[config.mk]
export PLATFORM = sky130hd
export DESIGN_NAME = delta_stress_monitor_flat
export DESIGN_NICKNAME = d
export VERILOG_FILES = /design/src/rtl/delta_stress_monitor_if.sv /design/src/rtl/delta_stress_monitor.sv /design/src/flat_wrapper.sv
export SDC_FILE = /design/constraint.sdc
export NUM_CORES = 1
export LEC_CHECK = 0
export BUFFER_PORTS_ARGS = -buffer_cell sky130_fd_sc_hd__buf_2
export CORE_MARGIN = 2
export CORE_UTILIZATION = 64
export CTS_BUF_LIST = sky130_fd_sc_hd__clkbuf_4
export CTS_CLUSTER_DIAMETER = 80
export CTS_CLUSTER_SIZE = 25
export DETAILED_ROUTE_END_ITERATION = 12
export PLACE_DENSITY = 0.86
export SYNTH_ARGS = -nofsm -noshare
export SYNTH_HDL_FRONTEND = slang
export SYNTH_SLANG_ARGS = --single-unit
export TNS_END_PERCENT = 30
[constraint.sdc]
create_clock -name slow -period 6.8 [get_ports slow]
set_input_delay 1.36 -clock slow [delete_from_list [all_inputs] [get_ports slow]]
set_output_delay 1.36 -clock slow [all_outputs]
set_load 0.005 [all_outputs]
[src/rtl/delta_stress_monitor_if.sv]
// delta_stress_monitor_if: sample strobe and word in, plateau report out; DELTA_STRESS_DELTA_OUT_EN adds delta
interface delta_stress_monitor_if #(parameter int WIDTH = 6);
  logic sample_valid;
  logic [WIDTH-1:0] hart;
  logic stable_puls;
  logic [WIDTH-1:0] stable_value;
  logic gedaald;
  logic error;
`ifdef DELTA_STRESS_DELTA_OUT_EN
  logic signed [WIDTH:0] delta;
  modport master(output sample_valid, hart, input stable_puls, stable_value, gedaald, error, delta);
  modport slave(input sample_valid, hart, output stable_puls, stable_value, gedaald, error, delta);
`else
  modport master(output sample_valid, hart, input stable_puls, stable_value, gedaald, error);
  modport slave(input sample_valid, hart, output stable_puls, stable_value, gedaald, error);
`endif
endinterface

[src/rtl/delta_stress_monitor.sv]
// delta_stress_monitor: heart-rate plateau detector with tolerance and hold-off; DELTA_STRESS_DELTA_OUT_EN adds signed delta output
module delta_stress_monitor #(
  parameter int WIDTH = 6,
  parameter int DEPTH = 4,
  parameter int TOL = 0,
  parameter int HOLDOFF = 7
) (
  input logic slow,
  input logic reset,
  delta_stress_monitor_if.slave bus
);
  localparam int CW = $clog2(DEPTH + 1);
  localparam int HW = HOLDOFF > 0 ? $clog2(HOLDOFF + 1) : 1;
  typedef enum logic [1:0] {S_EMPTY, S_RUN, S_STABLE} state_t;
  state_t state, state_n;
  logic [WIDTH-1:0] run_ref, ref_n;
  logic [CW-1:0] cnt, cnt_n;
  logic [HW-1:0] hold, hold_n;
  logic [WIDTH:0] diff;
  logic in_tol, report;
  assign diff = bus.hart >= run_ref ? {1'b0, bus.hart} - {1'b0, run_ref} : {1'b0, run_ref} - {1'b0, bus.hart};
  assign in_tol = diff <= (WIDTH + 1)'(TOL);
  always_comb begin
    state_n = state;
    ref_n = run_ref;
    cnt_n = cnt;
    hold_n = hold;
    report = 1'b0;
    if (bus.sample_valid) begin
      hold_n = hold == '0 ? hold : hold - HW'(1);
      if (state == S_EMPTY || !in_tol) begin
        state_n = S_RUN;
        ref_n = bus.hart;
        cnt_n = CW'(1);
      end else if (state == S_RUN) begin
        cnt_n = cnt == CW'(DEPTH) ? cnt : cnt + CW'(1);
        report = cnt_n == CW'(DEPTH) && hold_n == '0;
        state_n = report ? S_STABLE : S_RUN;
        hold_n = report ? HW'(HOLDOFF) : hold_n;
      end
    end
  end
  always_ff @(posedge slow) begin
    if (!reset) begin
      state <= S_EMPTY;
      run_ref <= '0;
      cnt <= '0;
      hold <= '0;
      bus.stable_puls <= 1'b0;
      bus.stable_value <= '1;
      bus.gedaald <= 1'b0;
      bus.error <= 1'b0;
    end else begin
      state <= state_n;
      run_ref <= ref_n;
      cnt <= cnt_n;
      hold <= hold_n;
      bus.stable_puls <= report;
      if (report) begin
        bus.stable_value <= run_ref;
        bus.gedaald <= run_ref > bus.stable_value;
        bus.error <= run_ref < bus.stable_value;
      end
    end
  end
`ifdef DELTA_STRESS_DELTA_OUT_EN
  always_ff @(posedge slow) begin
    if (!reset) bus.delta <= '0;
    else if (report) bus.delta <= $signed({1'b0, run_ref}) - $signed({1'b0, bus.stable_value});
  end
`endif
endmodule

[src/flat_wrapper.sv]
// flat-port wrapper written by rule: the top's interface ports become plain ports
module delta_stress_monitor_flat 
#(
  parameter int WIDTH = 6,
  parameter int DEPTH = 4,
  parameter int TOL = 0,
  parameter int HOLDOFF = 7
)
  (slow, reset, bus_sample_valid, bus_hart, bus_stable_puls, bus_stable_value, bus_gedaald, bus_error);
  delta_stress_monitor_if #(.WIDTH(WIDTH)) bus_i ();
  input logic slow;
  input logic reset;
  input wire logic [$bits(bus_i.sample_valid)-1:0] bus_sample_valid;
  input wire logic [$bits(bus_i.hart)-1:0] bus_hart;
  output wire logic [$bits(bus_i.stable_puls)-1:0] bus_stable_puls;
  output wire logic [$bits(bus_i.stable_value)-1:0] bus_stable_value;
  output wire logic [$bits(bus_i.gedaald)-1:0] bus_gedaald;
  output wire logic [$bits(bus_i.error)-1:0] bus_error;
  assign bus_i.sample_valid = bus_sample_valid;
  assign bus_i.hart = bus_hart;
  assign bus_stable_puls = bus_i.stable_puls;
  assign bus_stable_value = bus_i.stable_value;
  assign bus_gedaald = bus_i.gedaald;
  assign bus_error = bus_i.error;
  delta_stress_monitor #(.WIDTH(WIDTH), .DEPTH(DEPTH), .TOL(TOL), .HOLDOFF(HOLDOFF)) u_core (.slow(slow), .reset(reset), .bus(bus_i));
endmodule
==> impl_results.md, run 1 <==
* Register bit total from synthesis at 23
* Highest clock rate at about 270 MHz
* Worst EP arrival at between 3 and 4 ns
* RSZ-0062 raised after global routing: false
* Resize count post-CTS at 0
* Mapped cell area at about 1700 um2
* Distinct cells, synth at 48
* Die area at just over 3000 um2
* Post-route ant nets at 0
* Layout area overhead at 7.060%
* Worst IR drop on VDD at roughly 0.00013 V
* Die Height at between 50 and 60 um
* Input/output buffers at 17
* CP Max Fanout at 11
* Layout Nets at approximately 250
* Commonest cells after routing, fill and taps aside: inv_1 (27), nand2_1 (24), ha_1 (23), dfxtp_1 (23), buf_2 (17)
* Worst hold path class: register to register
* Most used flip-flop cell after synthesis: dfxtp_1
* Dpl hpwl at approximately 2900 um
* Pins over their slew limit at 0
* # diodes at 0
* Final Critical Period at around 3.8 ns
* Setup crit start kind: input pin
* Commonest non-fill, non-tap cell in the layout: inv_1
* Via Count at between 1000 and 1500
* Per-cell routed wire length at between 10 and 15 um
* Worst path slowest cell: or4_4
* Reg clk slew, reported paths at about 0.12 ns
* Worst clock skew at about 0.0036 ns
* DRC Markers at 0
* Initial DRC count at a little under 90
* Post-CTS Setup Bufs at 0
* Avg Inst Size Synth at around 8.4 um2
* Crit-path max cell delay at around 0.53 ns
* Total GRT Usage at 24.43%
* CTS tree: done
* Syn Nets at between 200 and 250
* CP most frequent cell: o211a_1
* Global-route wire length before repair at roughly 6300 um
* Setup CP Type: input pin to register
* Vias in the first global route at approximately 1400
* Slew @ Worst Pin at about 0.54 ns
* Pleak at approximately 0.89 nW
* Final worst path period share at roughly 55%
* Design Power at 0.2682 mW
* Worst Path Required at around 7.0 ns
* Htree depth at 1
* Largest net degree at the start of global routing at 34
* CTS root buffer: clkbuf_4
* Sequential area share after synthesis at 26.78%
* Drt pass-1 iters at 4
* Routability cong. at 0.8819
* Gr ovfl total at 0
* Core footprint at about 2500 um2
* Critical Path End Type: register
* Final TNS setup at 0 ns
* Reg2Reg Setup Slack at roughly 3.8 ns
* Finish-stage setup viols at 0
* Post-route cell area at 1841 um2
* Worst-case clock buffer depth at 2
* Synth Warn # at 0
* Status: finished, final reports clean
* Max-Cap Viols at 0
* Worst-Skew Late Latency at ~0.30 ns
* Cell Area, Placed at about 1800 um2
* Routed WL at ~3700 um
* Pwr dens at approximately 150 nW/um2
* Initial antenna violation count at 0
* Post-Syn Instances at ~200
* CTS Sinks at 23
* Slew HR at ~64%
* Cells along the critical path: buf_2 > inv_1 > ha_1 > nor2b_4 > o211a_1 > or4_4 > a221oi_2 > nor2_1 > o211a_1 > o311a_1
* Num CTS Buffers at 3
* I/O pins at 18
* Ys async rst share at 0%
* Starting Density at around 68%
* Vias/cell at 5.984
* Layout cell share with drive strength beyond 1 at a little over an eighth
* CTS Hold Bufs at 0
* Rows at 18
* EDFF count, synth at 0
* Die width at ~56 um
* Final Hold Vio Count at 0
==> metrics by stage <==
step / util (%) / instances / hold slack [ns] / worst slack [ns]
3_5_place_dp: 71.88 / 244 / 0.4569 / 2.712
4_1_cts: 72.97 / 248 / 0.4795 / 3.036
6_report: 72.97 / 248 / 0.4792 / 3.037
5_1_grt: 72.97 / 248 / 0.4894 / 2.932
3_3_place_gp: 71.88 / 244 / 0.4411 / 2.802
2_1_floorplan: - / 204 / 0.4511 / 3.197
==> cells by family after synthesis <==
| kind of cell | count (synthesis) | share of synthesized area [%] |
|---|---|---|
| AOI/OAI and AO/OA | 57 | 24.74 |
| and+or+nand+nor | 55 | 17.40 |
| xor gates and xnor gates | 2 | 1.019 |
| adders and majority gates | 23 | 16.74 |
| buffers and inverters | 35 | 8.079 |
| muxes | 9 | 5.240 |
| DFF | 23 | 26.78 |
==> power breakdown <==
| part | switching (mW) | internal [mW] | leakage (nW) | total [mW] |
|---|---|---|---|---|
| clock | 0.0390 | 0.0219 | 0.0177 | 0.0609 |
| combinational | 0.0359 | 0.0263 | 0.688 | 0.0622 |
| sequential | 0.00554 | 0.140 | 0.188 | 0.145 |
| total | 0.0805 | 0.188 | 0.893 | 0.268 |
==> Yosys cell counts, drive strengths merged, types with 2 or more instances <==
cell type  count  area share, %
nand4          2           0.73
o22ai          2           0.73
ha            23             17
a31oi          4            1.5
inv           27            5.9
nor2b          5            2.3
and2           3            1.1
and4           2            1.0
a21oi          4            1.4
nor2           6            1.3
mux2i          9            5.2
nand3          2           0.58
nor3b          3            1.6
o211a          3            1.7
o21ai          6            1.7
o21a           5            2.3
a21o           5            2.2
o211ai        14            6.1
or2            2           0.73
a21boi         3            1.3
clkbuf         7            1.5
a211oi         2           0.87
a221oi         2            1.4
nand2         24            5.2
dfxtp         23             27
==> final cells by class <==
type | instances | area [um2]
Clock inverter | 1 | 5.005
Inverter | 27 | 101.3
Timing Repair Buffer | 18 | 92.59
Tap cell | 30 | 37.54
Multi-Input combinational cell | 146 | 1121
Fill cell | 195 | 681.9
Clock buffer | 3 | 22.52
Sequential cell | 23 | 460.4
==> path summary, 6_finish.rpt <==
kind | startpoint | end | cells past startpoint
hold reg to reg | u_core.bus.gedaald$_SDFFE_PN0P_ | u_core.bus.gedaald$_SDFFE_PN0P_ | 2
setup / recovery | bus_hart[1] | u_core.cnt[0]$_SDFFE_PN0P_ | 10
setup reg to reg | u_core.run_ref[1]$_SDFFE_PN0P_ | u_core.cnt[0]$_SDFFE_PN0P_ | 8
hold / removal | u_core.bus.gedaald$_SDFFE_PN0P_ | u_core.bus.gedaald$_SDFFE_PN0P_ | 2
==> state kept, by name, summed over array words and instances (netlist names) <==
name,flops
u_core.bus.error,1
u_core.bus.stable_puls,1
u_core.hold,3
u_core.cnt,3
u_core.bus.gedaald,1
u_core.state,2
u_core.run_ref,6
u_core.bus.stable_value,6
==> critical path: cells and delay by family <==
| kind | cells | cell delay (ns) |
|---|---|---|
| AOI/OAI and AO/OA | 4 | 1.36 |
| and+or+nand+nor | 3 | 0.77 |
| adders and majority gates | 1 | 0.33 |
| buffers and inverters | 2 | 0.14 |
==> layer usage <==
layer / global-route usage (%) / routed length [um] / up-vias
li1: - / - / 750
met1: 32.23 / 1638 / 681
met2: 44.05 / 1809 / 49
met3: 1.395 / 180 / 4
met4: 5.102 / 29 / 0
met5: 0 / 0 / -
No activity file was read; power rests on OpenSTA's default activity.
==> run 2: changes to the inputs <==
CORE_UTILIZATION = 61   (was 64)
PLACE_DENSITY = 0.82   (was 0.86)
clock period = 3.6 ns   (was 6.8 ns; I/O delays follow)
==> impl_results.md, run 2 (synthesis results as in run 1) <==
* Status: finished, final reports clean
* # diodes at 0 (unchanged)
* Switching part of the total at 30.36% (+0.35 points)
* Pleak at 0.8979 nW (+0.54%)
* CP most frequent cell: o211a_1
* Die area at 3259 um2 (+4.5%)
* Input/output buffers at 17 (unchanged)
* Clock Power Share at 23.0% (+0.3 points)
* Final Critical Period at about 3.0 ns
* Post-route cell area at 1849 um2 (+0.48%)
* R2r startpoint: u_core.run_ref[1]$_SDFFE_PN0P_
* RSZ-0062 raised after global routing: false
* Final Hold Vio Count at 0 (unchanged)
* Slew HR at 64.72% (+0.45 points)
* Final worst path period share at a little over four fifths
* Pins over their slew limit at 0 (unchanged)
* Cells along the critical path: buf_2 > inv_1 > ha_1 > nor2b_4 > o211a_1 > or4_4 > a221oi_2 > nor2_1 > o211a_1 > o311a_1
* Die width at 57.09 um (+2.2%)
* Worst Hold Slack at 0.4687 ns (-0.01047 ns)
* Commonest cells after routing, fill and taps aside: inv_1 (27), nand2_1 (24), ha_1 (23), dfxtp_1 (23), buf_2 (17)
* Reg2reg path depth at 8 (unchanged)
* Hold endpoint: u_core.bus.gedaald$_SDFFE_PN0P_
* Setup CP Type: input pin to register
* I/O pins at 18 (unchanged)
* Pwr dens at 275.9 nW/um2 (+89%)
* Routed WL at 3548 um (-3.0%)
* Routability cong. at 0.8781 (-0.43%)
* Highest clock rate at around 330 MHz
* Final TNS setup at 0 ns (unchanged)
* Starting Density at 63.43% (-4.7 points)
* CP Max Fanout at 7 (-4)
* Drt pass-1 iters at 4 (unchanged)
* Reg2Reg Setup Slack at 0.71 ns (-3.12 ns)
* Final Util at 68.24% (-4.7 points)
* Design Power at 0.5102 mW (+90%)
* Rows at 19 (+1)
* Setup crit start kind: input pin
* CP Buf/Inv Count at 2 (unchanged)
* CTS root buffer: clkbuf_4
* Internal power at 0.3553 mW (+89%)
* Worst IR drop on VDD at 0.0003254 V (+160%)
* Vias/cell at 5.876 (-1.8%)
* Post-route ant nets at 0 (unchanged)
* CTS tree: done
* Worst-Skew Late Latency at 0.31 ns (about the same)
* Layout area overhead at 7.569%
* Finish-stage setup viols at 0 (unchanged)
* Hold Crit Depth at 2 (unchanged)
* Layout cell share with drive strength beyond 1 at 13.70% (+0.40 points)
* Htree depth at 1 (unchanged)
* Dpl hpwl at 2767 um (-4.0%)
* Initial DRC count at 69 (-22%)
* Sequential cell fraction of total power at 53.6% (-0.5 points)
* Worst clock skew at 0.01004 ns (+0.006410 ns)
* Worst Path Required at 3.81 ns (-3.19 ns)
* Worst reg2reg endpoint: u_core.cnt[0]$_SDFFE_PN0P_
* Crit-path leading delay family: compound AO/OA/AOI/OAI gates
* Crit-path max cell delay at 0.52 ns (about the same)
* Worst path slowest cell: or4_4
* Initial antenna violation count at 0 (unchanged)
* CTS Hold Bufs at 0 (unchanged)
* Commonest non-fill, non-tap cell in the layout: inv_1
* Worst EP arrival at 3.21 ns (-0.76 ns)
* DRC Markers at 0 (unchanged)
* Resize count post-CTS at 0 (unchanged)
* Via Count at 1469 (-1.0%)
* Largest net degree at the start of global routing at 34 (unchanged)
* Num CTS Buffers at 3 (unchanged)
* Gr ovfl total at 0 (unchanged)
* Critical Path End Type: register
* Total GRT Usage at 24.29% (-0.14 points)
* Global-route wire length before repair at 6382 um (+0.98%)
* Regs by FF count: u_core.bus.stable_value (6), u_core.run_ref (6)
* Sw power at 0.1549 mW (+92%)
* Die Height at 57.09 um (+2.2%)
* Slew @ Worst Pin at 0.5292 ns (-0.006790 ns)
* Per-cell routed wire length at 14.19 um (-3.8%)
* Hold_sp: u_core.bus.gedaald$_SDFFE_PN0P_
* Cell Area, Placed at 1822 um2 (+0.48%)
* CTS Sinks at 23 (unchanged)
* Core footprint at 2710 um2 (+7.4%)
* Worst-case clock buffer depth at 2 (unchanged)
* Vias in the first global route at 1403 (-2.1%)
* Post-CTS Setup Bufs at 0 (unchanged)
* Reg clk slew, reported paths at 0.13 ns (about the same)
* Worst hold path class: register to register
* Max-Cap Viols at 0 (unchanged)
* Comb pwr share at 23.3% (about the same)
* Layout Nets at 252 (+0.40%)
==> run 2: changes by cell type in the layout (fill, tap and decap cells not counted) <==
cell   previous run  this run
buf_4             1         2
==> run 2: through the flow <==
stage | std cells | worst slack (ns)
final | 250 | 0.5959
after global routing | 250 | 0.4694
after CTS | 250 | 0.6228
after detailed placement | 246 | 0.2878
after global placement | 246 | 0.3601
after floorplan | 204 | 0.6375
==> run 2: worst max path at each step <==
stage | from | to | cells after the start
detailed placement | bus_hart[1] | u_core.cnt[0]$_SDFFE_PN0P_ | 10
finish | bus_hart[1] | u_core.cnt[0]$_SDFFE_PN0P_ | 10
global placement | bus_hart[1] | u_core.cnt[0]$_SDFFE_PN0P_ | 10
floorplan | bus_hart[1] | u_core.cnt[0]$_SDFFE_PN0P_ | 9
global route | bus_hart[1] | u_core.run_ref[2]$_SDFFE_PN0P_ | 11
CTS | bus_hart[1] | u_core.cnt[0]$_SDFFE_PN0P_ | 10
==> run 2: final cells by class <==
type / count / area [um2]
clock buffer: 3 / 22.52
clock inverter: 1 / 5.005
fill: 215 / 860.8
inverter: 27 / 101.3
multi-input combinational: 146 / 1121
sequential: 23 / 460.4
tap: 31 / 38.79
timing repair buffer: 19 / 100.1
==> run 2: worst reg2reg max path, stage by stage, from the launching register on <==
cell,delay (ns)
dfxtp_1,0.46
ha_1,0.31
nor2b_4,0.15
o211a_1,0.23
or4_4,0.52
a221oi_2,0.34
nor2_1,0.10
o211a_1,0.31
o311a_1,0.36
==> run 2: layer usage <==
metal / up-vias / GRT usage [%] / share of wire, %
met2: 28 / 40.72 / 49
li1: 760 / - / -
met1: 675 / 31.73 / 46
met4: 0 / 6.645 / 1.3
met3: 6 / 5.215 / 3.5
met5: - / 0 / 0
==> run 2: power groups by stage <==
stage | combinational (mW) | sequential, mW | clock [mW]
6_report | 0.119 | 0.274 | 0.118
3_3_place_gp | 0.110 | 0.279 | 0
5_1_grt | 0.135 | 0.275 | 0.130
3_5_place_dp | 0.116 | 0.279 | 0
2_1_floorplan | 0.0904 | 0.276 | 0
4_1_cts | 0.117 | 0.273 | 0.121
==> run 3: changes to the inputs <==
clock period = 3.14 ns   (was 3.6 ns; I/O delays follow)
==> impl_results.md, run 3 (synthesis results as in run 1) <==
* Status: finished, final reports clean
* CTS Sinks at 23 (unchanged)
* Via Count at 1521 (+3.5%)
* Routed WL at 3681 um (+3.7%)
* Global-route wire length before repair at 6292 um (-1.4%)
* Layout cell share with drive strength beyond 1 at 16.00% (+2.3 points)
* Layout Nets at 258 (+2.4%)
* Final worst path period share at 90.86%
* Cell Area, Placed at 1867 um2 (+2.5%)
* Slew HR at 63.73% (-1.0 points)
* R2r startpoint: u_core.run_ref[1]$_SDFFE_PN0P_
* Initial antenna violation count at 0 (unchanged)
* Finish-stage setup viols at 0 (unchanged)
* Highest clock rate at ~350 MHz
* Crit-path leading delay family: simple AND/OR/NAND/NOR gates
* Hold_sp: u_core.bus.gedaald$_SDFFE_PN0P_
* Fillers at 227 (+5.6%)
* Worst Hold Slack at 0.4706 ns (+0.001881 ns)
* Resize count post-CTS at 0 (unchanged)
* Cells along the critical path: buf_2 > inv_1 > ha_1 > nor2b_4 > o211a_1 > or4_4 > a211o_1 > a211oi_1 > or2_1 > mux2i_1
* Vias in the first global route at 1516 (+8.1%)
* Hold Crit Depth at 2 (unchanged)
* Reg2Reg Setup Slack at 0.32 ns (-0.39 ns)
* Sw power at 0.1783 mW (+15%)
* Pins over their slew limit at 0 (unchanged)
* # diodes at 0 (unchanged)
* Crit-path max cell delay at 0.52 ns (about the same)
* Sequential cell fraction of total power at 52.3% (-1.3 points)
* Initial DRC count at 72 (+4.3%)
* CTS root buffer: clkbuf_4
* Dpl hpwl at 2927 um (+5.8%)
* Post-route cell area at 1897 um2 (+2.6%)
* Core footprint at 2710 um2 (unchanged)
* Final Hold Vio Count at 0 (unchanged)
* Internal power at 0.4216 mW (+19%)
* Post-placement cell count at 252 (+2.4%)
* Reg clk slew, reported paths at 0.12 ns (about the same)
* Final Critical Period at roughly 2.9 ns
* Commonest non-fill, non-tap cell in the layout: inv_1
* Max-Cap Viols at 0 (unchanged)
* Clock Power Share at 24.3% (+1.3 points)
* CP Max Fanout at 4 (-3)
* I/O pins at 18 (unchanged)
* Largest net degree at the start of global routing at 34 (unchanged)
* Switching part of the total at 29.72% (-0.63 points)
* RSZ-0062 raised after global routing: false
* Worst hold path class: register to register
* Design Power at 0.5999 mW (+18%)
* Worst path slowest cell: or4_4
* Critical Path End Type: register
* Slew @ Worst Pin at 0.5441 ns (+0.01494 ns)
* Post-route ant nets at 0 (unchanged)
* CP Buf/Inv Count at 2 (unchanged)
* DRC Markers at 0 (unchanged)
* CTS tree: done
* Die Height at 57.09 um (unchanged)
* Comb pwr share at 23.4% (about the same)
* Regs by FF count: u_core.bus.stable_value (6), u_core.run_ref (6)
* Vias/cell at 5.941 (+1.1%)
* Gr ovfl total at 0 (unchanged)
* CTS Hold Bufs at 0 (unchanged)
* Starting Density at 63.43% (unchanged)
* Worst EP arrival at 3.09 ns (-0.12 ns)
* Num CTS Buffers at 3 (unchanged)
* Worst-case clock buffer depth at 2 (unchanged)
* Total GRT Usage at 24.11% (-0.18 points)
* Setup CP Type: input pin to register
* Worst reg2reg endpoint: u_core.bus.error$_SDFFE_PN0P_
* Input/output buffers at 17 (unchanged)
* Worst Path Required at 3.38 ns (-0.43 ns)
* Hold endpoint: u_core.bus.gedaald$_SDFFE_PN0P_
* Worst-Skew Late Latency at 0.31 ns (about the same)
* Drt pass-1 iters at 4 (unchanged)
* Per-cell routed wire length at 14.38 um (+1.3%)
* Pleak at 0.9293 nW (+3.5%)
* Setup crit start kind: input pin
* Routability cong. at 0.8452 (-3.7%)
* Rows at 19 (unchanged)
* Layout area overhead at 10.33%
* Commonest cells after routing, fill and taps aside: inv_1 (27), nand2_1 (24), ha_1 (23), dfxtp_1 (23), buf_2 (17)
* Pwr dens at 316.3 nW/um2 (+15%)
* Htree depth at 1 (unchanged)
* Post-CTS Setup Bufs at 0 (unchanged)
* Worst clock skew at 0.006231 ns (-0.003807 ns)
* Die width at 57.09 um (unchanged)
* Reg2reg path depth at 8 (unchanged)
* Worst IR drop on VDD at 0.0002314 V (-29%)
* Non-Filler Instances at 256 (+2.4%)
* Die area at 3259 um2 (unchanged)
## run 3: worst max path at each step
stage | from | endpoint | cells after the start
floorplan | bus_hart[1] | u_core.cnt[0]$_SDFFE_PN0P_ | 9
global placement | bus_hart[1] | u_core.bus.error$_SDFFE_PN0P_ | 10
detailed placement | bus_hart[1] | u_core.bus.error$_SDFFE_PN0P_ | 10
CTS | bus_hart[1] | u_core.bus.error$_SDFFE_PN0P_ | 10
global route | bus_hart[1] | u_core.bus.error$_SDFFE_PN0P_ | 10
finish | bus_hart[1] | u_core.bus.error$_SDFFE_PN0P_ | 10
## run 3: power by group through the flow
stage | clock [mW] | sequential (mW) | combinational [mW]
finish | 0.146 | 0.314 | 0.141
detailed placement | 0 | 0.320 | 0.139
global route | 0.163 | 0.315 | 0.157
CTS | 0.151 | 0.314 | 0.140
floorplan | 0 | 0.317 | 0.104
global placement | 0 | 0.319 | 0.131
## run 3: layout make-up
type,instances,area (um2),area share [%]
well taps,31,38.79,2.045
repair buffers,25,145.1,7.652
multi-input cells,146,1121,59.10
flip-flops and latches,23,460.4,24.27
clock buffers,4,30.03,1.583
inverters,27,101.3,5.343
## run 3: metal layers
metal	global-route usage (%)	wire length (um)
met5	0	0
met1	27.53	1611
met4	9.635	63
met2	45.32	1906
met3	2.721	99
## run 3: stage by stage
stage	TNS (ns)	utilization (%)	worst slack (ns)
after CTS	0	69.99	0.2829
final	0	69.99	0.2871
after detailed placement	-0.05467	68.88	-0.03475
after floorplan	0	-	0.2695
after global placement	0	68.88	0.09456
after global routing	0	69.99	0.2254
## run 3: worst reg2reg max path, stage by stage, from the launching register on
cell	delay [ns]
dfxtp_1	0.45
ha_1	0.31
nor2b_4	0.14
o211a_1	0.23
or4_4	0.53
a211o_1	0.31
a211oi_1	0.35
or2_1	0.23
mux2i_1	0.20
